<file path="config.mk">
export PLATFORM = sky130hd
export DESIGN_NAME = polygon_fit_judge
export DESIGN_NICKNAME = d
export VERILOG_FILES = /design/src/rtl/pip_game_pkg.sv /design/src/rtl/pixel_align_delay.sv /design/src/rtl/polygon_fit_judge.sv
export SDC_FILE = /design/constraint.sdc
export NUM_CORES = 1
export LEC_CHECK = 0
export ABC_CLOCK_PERIOD_IN_PS = 7600
export CAP_MARGIN = 20
export CORE_MARGIN = 10
export CORE_UTILIZATION = 59
export DETAILED_ROUTE_END_ITERATION = 16
export PLACE_DENSITY = 0.89
export SYNTH_ARGS = -nofsm -noshare
export SYNTH_HDL_FRONTEND = slang
export SYNTH_SLANG_ARGS = --single-unit
</file>
<file path="constraint.sdc">
create_clock -name clk -period 7.6 [get_ports clk]
set_input_delay 1.9 -clock clk [delete_from_list [all_inputs] [get_ports clk]]
set_output_delay 1.9 -clock clk [all_outputs]
set_load 0.005 [all_outputs]
</file>
<file path="src/rtl/pip_game_pkg.sv">
// Shared types and defaults for the point-in-polygon game judging path.
// Latency: n/a (types and constants only).
// Backpressure: n/a.
//
// Contents: judge FSM state encoding, the aligned-pixel bundle carried
// through the delay line, default frame geometry and verdict thresholds.
package pip_game_pkg;

   localparam int COORD_W    = 10;
   localparam int H_ACTIVE_C = 640;
   localparam int V_ACTIVE_C = 480;
   localparam int IN_MIN_C   = 20000;
   localparam int OUT_MAX_C  = 500;

   typedef enum logic [1:0] {
      IDLE     = 2'd0,
      WAIT_SOF = 2'd1,
      ACCUM    = 2'd2,
      DECIDE   = 2'd3
   } judge_state_t;

   // One pixel's worth of timing and mask information.
   typedef struct packed {
      logic               de;
      logic               fg;
      logic [COORD_W-1:0] x;
      logic [COORD_W-1:0] y;
   } pix_t;

endpackage

</file>
<file path="src/rtl/pixel_align_delay.sv">
// Delays the pixel bundle {DE, fg, x, y} so it lines up with in_polygon.
// Latency: exactly DEPTH clk cycles.
// Backpressure: none; free-running shift register, one pixel per clock.
//
// Ports:
//   clk, reset : pixel clock, synchronous active-high reset (clears every stage)
//   pix_in     : undelayed pixel bundle
//   pix_out    : pixel bundle DEPTH cycles later
module pixel_align_delay
   import pip_game_pkg::*;
#(
   parameter int DEPTH = 1
) (
   input  logic clk,
   input  logic reset,
   input  pix_t pix_in,
   output pix_t pix_out
);

   pix_t stage [DEPTH];

   always_ff @(posedge clk) begin
      if (reset) begin
         for (int i = 0; i < DEPTH; i++) begin
            stage[i] <= '0;
         end
      end else begin
         stage[0] <= pix_in;
         for (int i = 1; i < DEPTH; i++) begin
            stage[i] <= stage[i-1];
         end
      end
   end

   assign pix_out = stage[DEPTH-1];

endmodule

</file>
<file path="src/rtl/polygon_fit_judge.sv">
// Counts silhouette pixels inside/outside the wall polygon over one frame and issues a pass/fail verdict.
// Latency: judge_done one cycle after the last aligned pixel (H_ACTIVE-1, V_ACTIVE-1) is counted.
// Backpressure: none; judge_start is ignored while busy, polygon reload mid-frame restarts on the next frame.
//
// Ports:
//   clk, reset             : pixel clock, synchronous active-high reset
//   x_pixel, y_pixel, DE   : raw video timing for the current pixel
//   fg_pixel               : camera foreground mask, same cycle as x/y
//   in_polygon             : inside flag, ALIGN_LAT cycles behind its x/y
//   in_polygon_valid       : polygon line table stable
//   judge_start            : one-cycle request, accepted only when idle
//   busy                   : high in every state except IDLE
//   judge_done             : one-cycle verdict strobe
//   judge_pass             : verdict, held until the next accepted judge_start
//   inside_count, outside_count : final counts, held with the verdict
module polygon_fit_judge
   import pip_game_pkg::*;
#(
   parameter int H_ACTIVE  = H_ACTIVE_C,
   parameter int V_ACTIVE  = V_ACTIVE_C,
   parameter int ALIGN_LAT = 1,
   parameter int IN_MIN    = IN_MIN_C,
   parameter int OUT_MAX   = OUT_MAX_C,
   parameter int CNT_W     = 19
) (
   input  logic               clk,
   input  logic               reset,
   input  logic [COORD_W-1:0] x_pixel,
   input  logic [COORD_W-1:0] y_pixel,
   input  logic               DE,
   input  logic               fg_pixel,
   input  logic               in_polygon,
   input  logic               in_polygon_valid,
   input  logic               judge_start,
   output logic               busy,
   output logic               judge_done,
   output logic               judge_pass,
   output logic [CNT_W-1:0]   inside_count,
   output logic [CNT_W-1:0]   outside_count
);

   localparam logic [COORD_W-1:0] X_LAST    = COORD_W'(H_ACTIVE - 1);
   localparam logic [COORD_W-1:0] Y_LAST    = COORD_W'(V_ACTIVE - 1);
   localparam logic [CNT_W-1:0]   IN_MIN_W  = CNT_W'(IN_MIN);
   localparam logic [CNT_W-1:0]   OUT_MAX_W = CNT_W'(OUT_MAX);
   localparam logic [CNT_W-1:0]   CNT_SAT   = '1;
   localparam logic [CNT_W-1:0]   CNT_ONE   = CNT_W'(1);

   // ------------------------------------------------------------------
   // Alignment: everything below looks only at the delayed pixel.
   // ------------------------------------------------------------------
   pix_t pix_raw;
   pix_t pix_d;

   always_comb begin
      pix_raw    = '0;
      pix_raw.de = DE;
      pix_raw.fg = fg_pixel;
      pix_raw.x  = x_pixel;
      pix_raw.y  = y_pixel;
   end

   pixel_align_delay #(
      .DEPTH (ALIGN_LAT)
   ) u_align (
      .clk     (clk),
      .reset   (reset),
      .pix_in  (pix_raw),
      .pix_out (pix_d)
   );

   logic sof_d;
   logic eof_d;
   logic hit_d;
   logic abort;

   assign sof_d = pix_d.de && (pix_d.x == '0) && (pix_d.y == '0);
   assign eof_d = pix_d.de && (pix_d.x == X_LAST) && (pix_d.y == Y_LAST);
   assign hit_d = pix_d.de && pix_d.fg;
   assign abort = !in_polygon_valid;

   // ------------------------------------------------------------------
   // FSM: state register / next state / outputs.
   // ------------------------------------------------------------------
   judge_state_t state;
   judge_state_t state_nxt;

   always_ff @(posedge clk) begin
      if (reset) begin
         state <= IDLE;
      end else begin
         state <= state_nxt;
      end
   end

   always_comb begin
      state_nxt = state;
      unique case (state)
         IDLE:     if (judge_start) state_nxt = WAIT_SOF;
         WAIT_SOF: if (sof_d && in_polygon_valid) state_nxt = ACCUM;
         // Abort is tested first so a reload on the last pixel discards the frame.
         ACCUM: begin
            if (abort) begin
               state_nxt = WAIT_SOF;
            end else if (eof_d) begin
               state_nxt = DECIDE;
            end
         end
         DECIDE:   state_nxt = IDLE;
         default:  state_nxt = IDLE;
      endcase
   end

   always_comb begin
      busy       = (state != IDLE);
      judge_done = (state == DECIDE);
   end

   // ------------------------------------------------------------------
   // Working counters. The start-of-frame pixel is counted on the same
   // cycle WAIT_SOF recognises it, so it is not lost to the transition.
   // ------------------------------------------------------------------
   logic [CNT_W-1:0] in_cnt;
   logic [CNT_W-1:0] out_cnt;
   logic [CNT_W-1:0] in_cnt_nxt;
   logic [CNT_W-1:0] out_cnt_nxt;
   logic             count_en;

   assign count_en = hit_d && in_polygon_valid &&
                     (((state == WAIT_SOF) && sof_d) || (state == ACCUM));

   // Saturating increment of whichever counter the aligned in_polygon selects.
   always_comb begin
      in_cnt_nxt  = in_cnt;
      out_cnt_nxt = out_cnt;
      if (count_en) begin
         if (in_polygon) begin
            if (in_cnt != CNT_SAT) in_cnt_nxt = in_cnt + CNT_ONE;
         end else begin
            if (out_cnt != CNT_SAT) out_cnt_nxt = out_cnt + CNT_ONE;
         end
      end
   end

   always_ff @(posedge clk) begin
      if (reset) begin
         in_cnt  <= '0;
         out_cnt <= '0;
      end else begin
         unique case (state)
            IDLE: begin
               in_cnt  <= '0;
               out_cnt <= '0;
            end
            WAIT_SOF: begin
               in_cnt  <= in_cnt_nxt;
               out_cnt <= out_cnt_nxt;
            end
            ACCUM: begin
               if (abort) begin
                  in_cnt  <= '0;
                  out_cnt <= '0;
               end else begin
                  in_cnt  <= in_cnt_nxt;
                  out_cnt <= out_cnt_nxt;
               end
            end
            default: begin
               in_cnt  <= in_cnt;
               out_cnt <= out_cnt;
            end
         endcase
      end
   end

   // ------------------------------------------------------------------
   // Verdict. Captured from the post-increment values on the way into
   // DECIDE so pass and counts are already valid alongside judge_done.
   // The previous verdict is cleared only when a new request is accepted,
   // which keeps it readable for the whole idle period.
   // ------------------------------------------------------------------
   always_ff @(posedge clk) begin
      if (reset) begin
         judge_pass    <= 1'b0;
         inside_count  <= '0;
         outside_count <= '0;
      end else if ((state == IDLE) && judge_start) begin
         judge_pass    <= 1'b0;
         inside_count  <= '0;
         outside_count <= '0;
      end else if ((state == ACCUM) && !abort && eof_d) begin
         judge_pass    <= (in_cnt_nxt >= IN_MIN_W) && (out_cnt_nxt <= OUT_MAX_W);
         inside_count  <= in_cnt_nxt;
         outside_count <= out_cnt_nxt;
      end
   end

endmodule

</file>
==> impl_metrics.yaml, run 1 <==
outcome:
  outcome: "finished, final reports clean"
finish:
  diodes: 0
  syn_to_final_growth_pct: 17.5
  finalInstanceArea_mm2: 0.00588
  final_nets: 682
  layout.cells.non_filler: 757
  post-route-util_pct: 71.2
  drive_gt1_share_pct: 5.83
power_and_ir_drop:
  ir_drop_v: 0.000157
  pwr_density_cell_mw_per_mm2: 189
  finalPower_mw: 1.11
  p_leak_nw: 1.98
placement:
  gp_congestion: 0.900
  place_hpwl_mm: 8.95
  place_inst: 741
  io_buffers: 67
  dpl-instance-area_mm2: 0.00567
  dpl_worst_slack_ns: 2.69
synthesis:
  synth_top_area_share_pct: 40.4
  ys_seq_area_share_pct: 40.4
  yosysMostFrequentCell: "dfxtp_1"
  synth.avg_cell_area_um2: 8.22
  yosys-top-cells-area: "dfxtp_1 (40%), nor2_1 (5.1%), a21oi_1 (4.5%), a211oi_1 (4.3%), nand2_1 (4.0%)"
  syn-cell-area_mm2: 0.00501
  yosys.area.top_type: "dfxtp_1"
  synth_edf_count: 0
  synthFlopType: "dfxtp_1"
  syn_nets: 644
  ys_types: 58
  ys_warn_count: 0
  synth_common_cells: "dfxtp_1 (101), nor2_1 (68), nand2_1 (54), a21oi_1 (45), clkbuf_1 (35)"
  synth_seq_cells: 101
  synth_async_sr_flop_share_pct: 0
  syn-instance-count: 609
cts:
  numCtsBuffers: 9
  clk_latency_ns: 0.37
  cts_buffer_depth: 2
  cts_tree: "yes"
  holdBufCountCts: 0
  cts_root_buf: "clkbuf_8"
  cts_max_level: 3
  clkTransAtPathRegs_ns: 0.10
  cts_resized: 0
  cts.sinks: 101
  postCtsSetupRepairBufs: 0
routing:
  first_iter_violations: 358
  drt-total-wl_mm: 12.8
  firstDrtPassIters: 5
  viasPerCell: 6.04
  postRouteAntennaNets: 0
  drc_errors: 0
  vias: 4571
  post_drt_wl_per_cell_um: 16.9
critical_path:
  worstSetupStartpointType: "primary input"
  critPathCaptureType: "register"
  crit_type: "primary input to register"
  critical_path_arrival_ns: 4.88
  crit_required_ns: 7.89
  worst-path-max-fanout: 14
job:
  cap_violations: 0
global_routing:
  antenna_found_initial: 0
  grt_pass1_vias: 4277
  grt_util_all_layers_pct: 19.7
  grt_max_degree: 66
  grt_remaining_overflow: 0
  grt_pass1_wl_mm: 21.1
sta:
  slew_headroom_pct: 33.9
  fin_crit_ns: 4.59
  setup_viol: 0
  setup_tns_ns: 0
  rsz0062_at_grt: "no"
  hold_viol: 0
  fmaxAchievable_ghz: 0.218
  finClkSkew_ns: 0.0140
  worst_pin_slew_ns: 0.985
  min_period_over_period_pct: 60.4
  hold_slack_ns: 0.471
  worst_slack_ns: 3.01
  slew_violations: 0
floorplanning:
  initial_core_util_pct: 60.6
  rows: 33
  ios: 68
  dieWidth_um: 112
  die_y_um: 112
  die-area_mm2: 0.0126
  core_area_mm2: 0.00826
worst_hold_path:
  holdCritPathClass: "register to register"
flip-flops by register name, indices dropped and copies added (netlist names):
| register | cells |
|---|---|
| in_cnt | 19 |
| inside_count | 19 |
| judge_pass | 1 |
| out_cnt | 19 |
| outside_count | 19 |
| state | 2 |
| u_align.stage | 22 |
metal layers:
layer	wire length, um	GRT usage, %	up-vias
li1	-	-	2253
met1	5720	25.0	2107
met2	5610	30.1	182
met3	1160	6.34	29
met4	319	8.12	0
met5	0	0	-
where the power goes:
| part | internal, mW | leakage (nW) | total, mW | switching, mW |
|---|---|---|---|---|
| logic | 0.0802 | 1.06 | 0.207 | 0.127 |
| clock network | 0.164 | 0.0991 | 0.354 | 0.191 |
| registers | 0.540 | 0.820 | 0.550 | 0.0107 |
| total | 0.783 | 1.98 | 1.11 | 0.328 |
path summary, 6_finish.rpt:
kind | endpoint | cells after the start | startpoint | slack [ns]
min reg2reg | inside_count[18]$_SDFFE_PP0P_ | 2 | inside_count[18]$_SDFFE_PP0P_ | 0.47
max reg2reg | out_cnt[4]$_SDFFE_PP0P_ | 7 | u_align.stage[0][19]$_SDFF_PP0_ | 4.40
min | inside_count[18]$_SDFFE_PP0P_ | 2 | inside_count[18]$_SDFFE_PP0P_ | 0.47
max | out_cnt[4]$_SDFFE_PP0P_ | 8 | in_polygon_valid | 3.01
kinds of logic after synthesis:
group | synth area share, %
fa+ha+maj | 2.00
buf+inv | 4.22
compound gates | 18.5
xor+xnor | 5.60
mux | 1.35
simple gates | 28.0
flops | 40.4
cell usage in the layout (no fill, tap or decap), drive strengths merged, types with 3 or more instances in the layout:
| cell type | count |
|---|---|
| a211oi | 30 |
| a21o | 11 |
| a21oi | 45 |
| a22oi | 10 |
| a31oi | 4 |
| and2 | 5 |
| and3 | 11 |
| and4 | 7 |
| buf | 7 |
| clkbuf | 10 |
| clkdlybuf4s50 | 66 |
| dfxtp | 101 |
| ha | 8 |
| inv | 7 |
| mux2 | 3 |
| mux2i | 3 |
| nand2 | 54 |
| nand3 | 27 |
| nand3b | 3 |
| nand4 | 19 |
| nor2 | 69 |
| nor2b | 24 |
| nor3 | 20 |
| nor4 | 8 |
| nor4b | 3 |
| o211ai | 3 |
| o21ai | 22 |
| or3 | 8 |
| xnor2 | 13 |
| xor2 | 19 |
critical path: stages:
cell and delay (ns):
clkdlybuf4s50_1 0.57, and3_1 0.25, nand4_1 0.10, o21ai_1 0.79, and2_1 0.55, nand3_1 0.18, or3_1 0.38, a21oi_1 0.15
area by class of cell:
| cell class | count | area [um^2] |
|---|---|---|
| Fill cell | 681 | 2380 |
| Inverter | 6 | 22.5 |
| Tap cell | 105 | 131 |
| Multi-Input combinational cell | 456 | 2790 |
| Clock inverter | 6 | 71.3 |
| Clock buffer | 10 | 138 |
| Timing Repair Buffer | 73 | 711 |
| Sequential cell | 101 | 2020 |
No activity file was read; power rests on OpenSTA's default activity.
==> run 2: changes to the inputs <==
ABC_CLOCK_PERIOD_IN_PS = 4000   (was 7600)
CORE_UTILIZATION = 50   (was 59)
PLACE_DENSITY = 0.81   (was 0.89)
clock period = 4 ns   (was 7.6 ns; I/O delays follow)
==> impl_metrics.yaml, run 2 (synthesized netlist as in run 1, its figures left out) <==
sta:
  slew_violations: 0
  rsz0062_at_grt: "no"
  fin_crit_ns: 3.26
  worst_pin_slew_ns: 0.755
  setup_tns_ns: 0
  hold_slack_ns: 0.451
  setup_viol: 0
  worst_slack_ns: 0.737
  hold_viol: 0
  finClkSkew_ns: 0.00661
  fmaxAchievable_ghz: 0.306
  min_period_over_period_pct: 81.6
  slew_headroom_pct: 49.7
global_routing:
  antenna_found_initial: 0
  use_met3_pct: 4.55
  met2_usage_pct: 26.2
  grtUsageMet1_pct: 23.0
  grt_max_degree: 66
  grt_busiest_layer: "met2"
  grt_pass1_wl_mm: 21.1
  grt_util_all_layers_pct: 17.4
  grt_remaining_overflow: 0
  grt_pass1_vias: 4300
placement:
  gp_congestion: 0.969
  io_buffers: 67
  place_hpwl_mm: 8.83
  place_inst: 771
  dpl_worst_slack_ns: 0.379
cts:
  holdBufCountCts: 0
  cts_max_level: 3
  numCtsBuffers: 9
  clk_latency_ns: 0.37
  cts_resized: 0
  cts_tree: "yes"
  postCtsSetupRepairBufs: 0
  cts_root_buf: "clkbuf_8"
  clkTransAtPathRegs_ns: 0.09
  cts_buffer_depth: 2
  cts.sinks: 101
critical_path:
  crit_required_ns: 4.27
  worst-path-max-fanout: 6
  worstSetupStartpointType: "primary input"
  reg2reg_from: "u_align.stage[0][19]$_SDFF_PP0_"
  critPathCaptureType: "register"
  critical_path_arrival_ns: 3.53
  r2r_end: "judge_pass$_SDFFE_PP0P_"
  critPathSlowestCell: "clkdlybuf4s50_1"
  r2r_slack_ns: 1.19
  path_cells: "clkdlybuf4s50_1 -> and3_1 -> nand3_1 -> o31a_1 -> nor3_1 -> mux2_2 -> nor4b_1 -> o211a_1 -> a211oi_2"
  worst_path_largest_cell_delay_ns: 0.58
  reg2regPathDepth: 8
  cp-startpoint: "in_polygon_valid"
  worstSetupEndpoint: "judge_pass$_SDFFE_PP0P_"
  crit_type: "primary input to register"
finish:
  post-route-util_pct: 60.4
  regMostFlops: "u_align.stage"
  layout.cells.non_filler: 786
  multi_input_area_mm2: 0.00279
  layout_commonest_cell: "dfxtp_1"
  largest_reg_flops: 22
  syn_to_final_growth_pct: 17.9
  fillCellCount: 878
  final_cell_mix: "dfxtp_1 (101), nor2_1 (67), clkdlybuf4s50_1 (66)"
  diodes: 0
  final_nets: 684
  regArea_mm2: 0.00202
  drive_gt1_share_pct: 5.67
floorplanning:
  initial_core_util_pct: 51.2
  core_area_mm2: 0.00977
  ios: 68
  dieWidth_um: 120
  rows: 36
  die-area_mm2: 0.0144
  die_y_um: 120
routing:
  firstDrtPassIters: 5
  first_iter_violations: 429
  drt-total-wl_mm: 12.2
  postRouteAntennaNets: 0
  vias: 4520
  viasPerCell: 5.75
  post_drt_wl_per_cell_um: 15.6
  drc_errors: 0
power_and_ir_drop:
  ir_drop_v: 0.000291
  pwr_density_cell_mw_per_mm2: 351
  p_leak_nw: 1.98
outcome:
  outcome: "finished, final reports clean"
job:
  cap_violations: 0
worst_hold_path:
  holdCritPathClass: "register to register"
run 2: how the worst min path moves through the flow:
stage                              startpoint                        endpoint  slack [ns]  cells past startpoint
3_3_place_gp    inside_count[17]$_SDFFE_PP0P_   inside_count[17]$_SDFFE_PP0P_        0.44                      2
4_1_cts         inside_count[11]$_SDFFE_PP0P_   inside_count[11]$_SDFFE_PP0P_        0.45                      2
5_1_grt        outside_count[13]$_SDFFE_PP0P_  outside_count[13]$_SDFFE_PP0P_        0.48                      2
6_report        inside_count[11]$_SDFFE_PP0P_   inside_count[11]$_SDFFE_PP0P_        0.45                      2
3_5_place_dp    inside_count[11]$_SDFFE_PP0P_   inside_count[11]$_SDFFE_PP0P_        0.44                      2
2_1_floorplan   inside_count[11]$_SDFFE_PP0P_   inside_count[11]$_SDFFE_PP0P_        0.45                      2
run 2: metal layers:
layer / wire length [um] / vias up
li1: - / 2253
met1: 5500 / 2080
met2: 5450 / 168
met3: 1050 / 19
met4: 238 / 0
met5: 0 / -
run 2: cell type report:
type                    instances  share of cell area (%)
multi-input cells             456                    47.2
flip-flops and latches        101                    34.2
repair buffers                 75                    12.3
well taps                     133                    2.82
clock buffers                  11                    2.23
clock inverters                 4                   0.848
inverters                       6                   0.381
run 2: worst max-delay path: cells and delay by family:
family | cells | cell delay (ns)
simple gates | 4 | 0.95
compound gates | 3 | 0.60
buf+inv | 1 | 0.58
mux | 1 | 0.39
run 2: stage by stage:
step / area [um^2] / power, mW
after floorplan: 5010 / 1.33
after global placement: 5720 / 1.45
after detailed placement: 5720 / 1.46
after CTS: 5900 / 2.08
after global routing: 5900 / 2.16
final: 5900 / 2.07
run 2: power by group:
part	switching, mW	internal [mW]	leakage (nW)
logic	0.247	0.154	1.07
registers	0.0200	1.03	0.820
clock network	0.339	0.285	0.0854
total	0.606	1.46	1.98
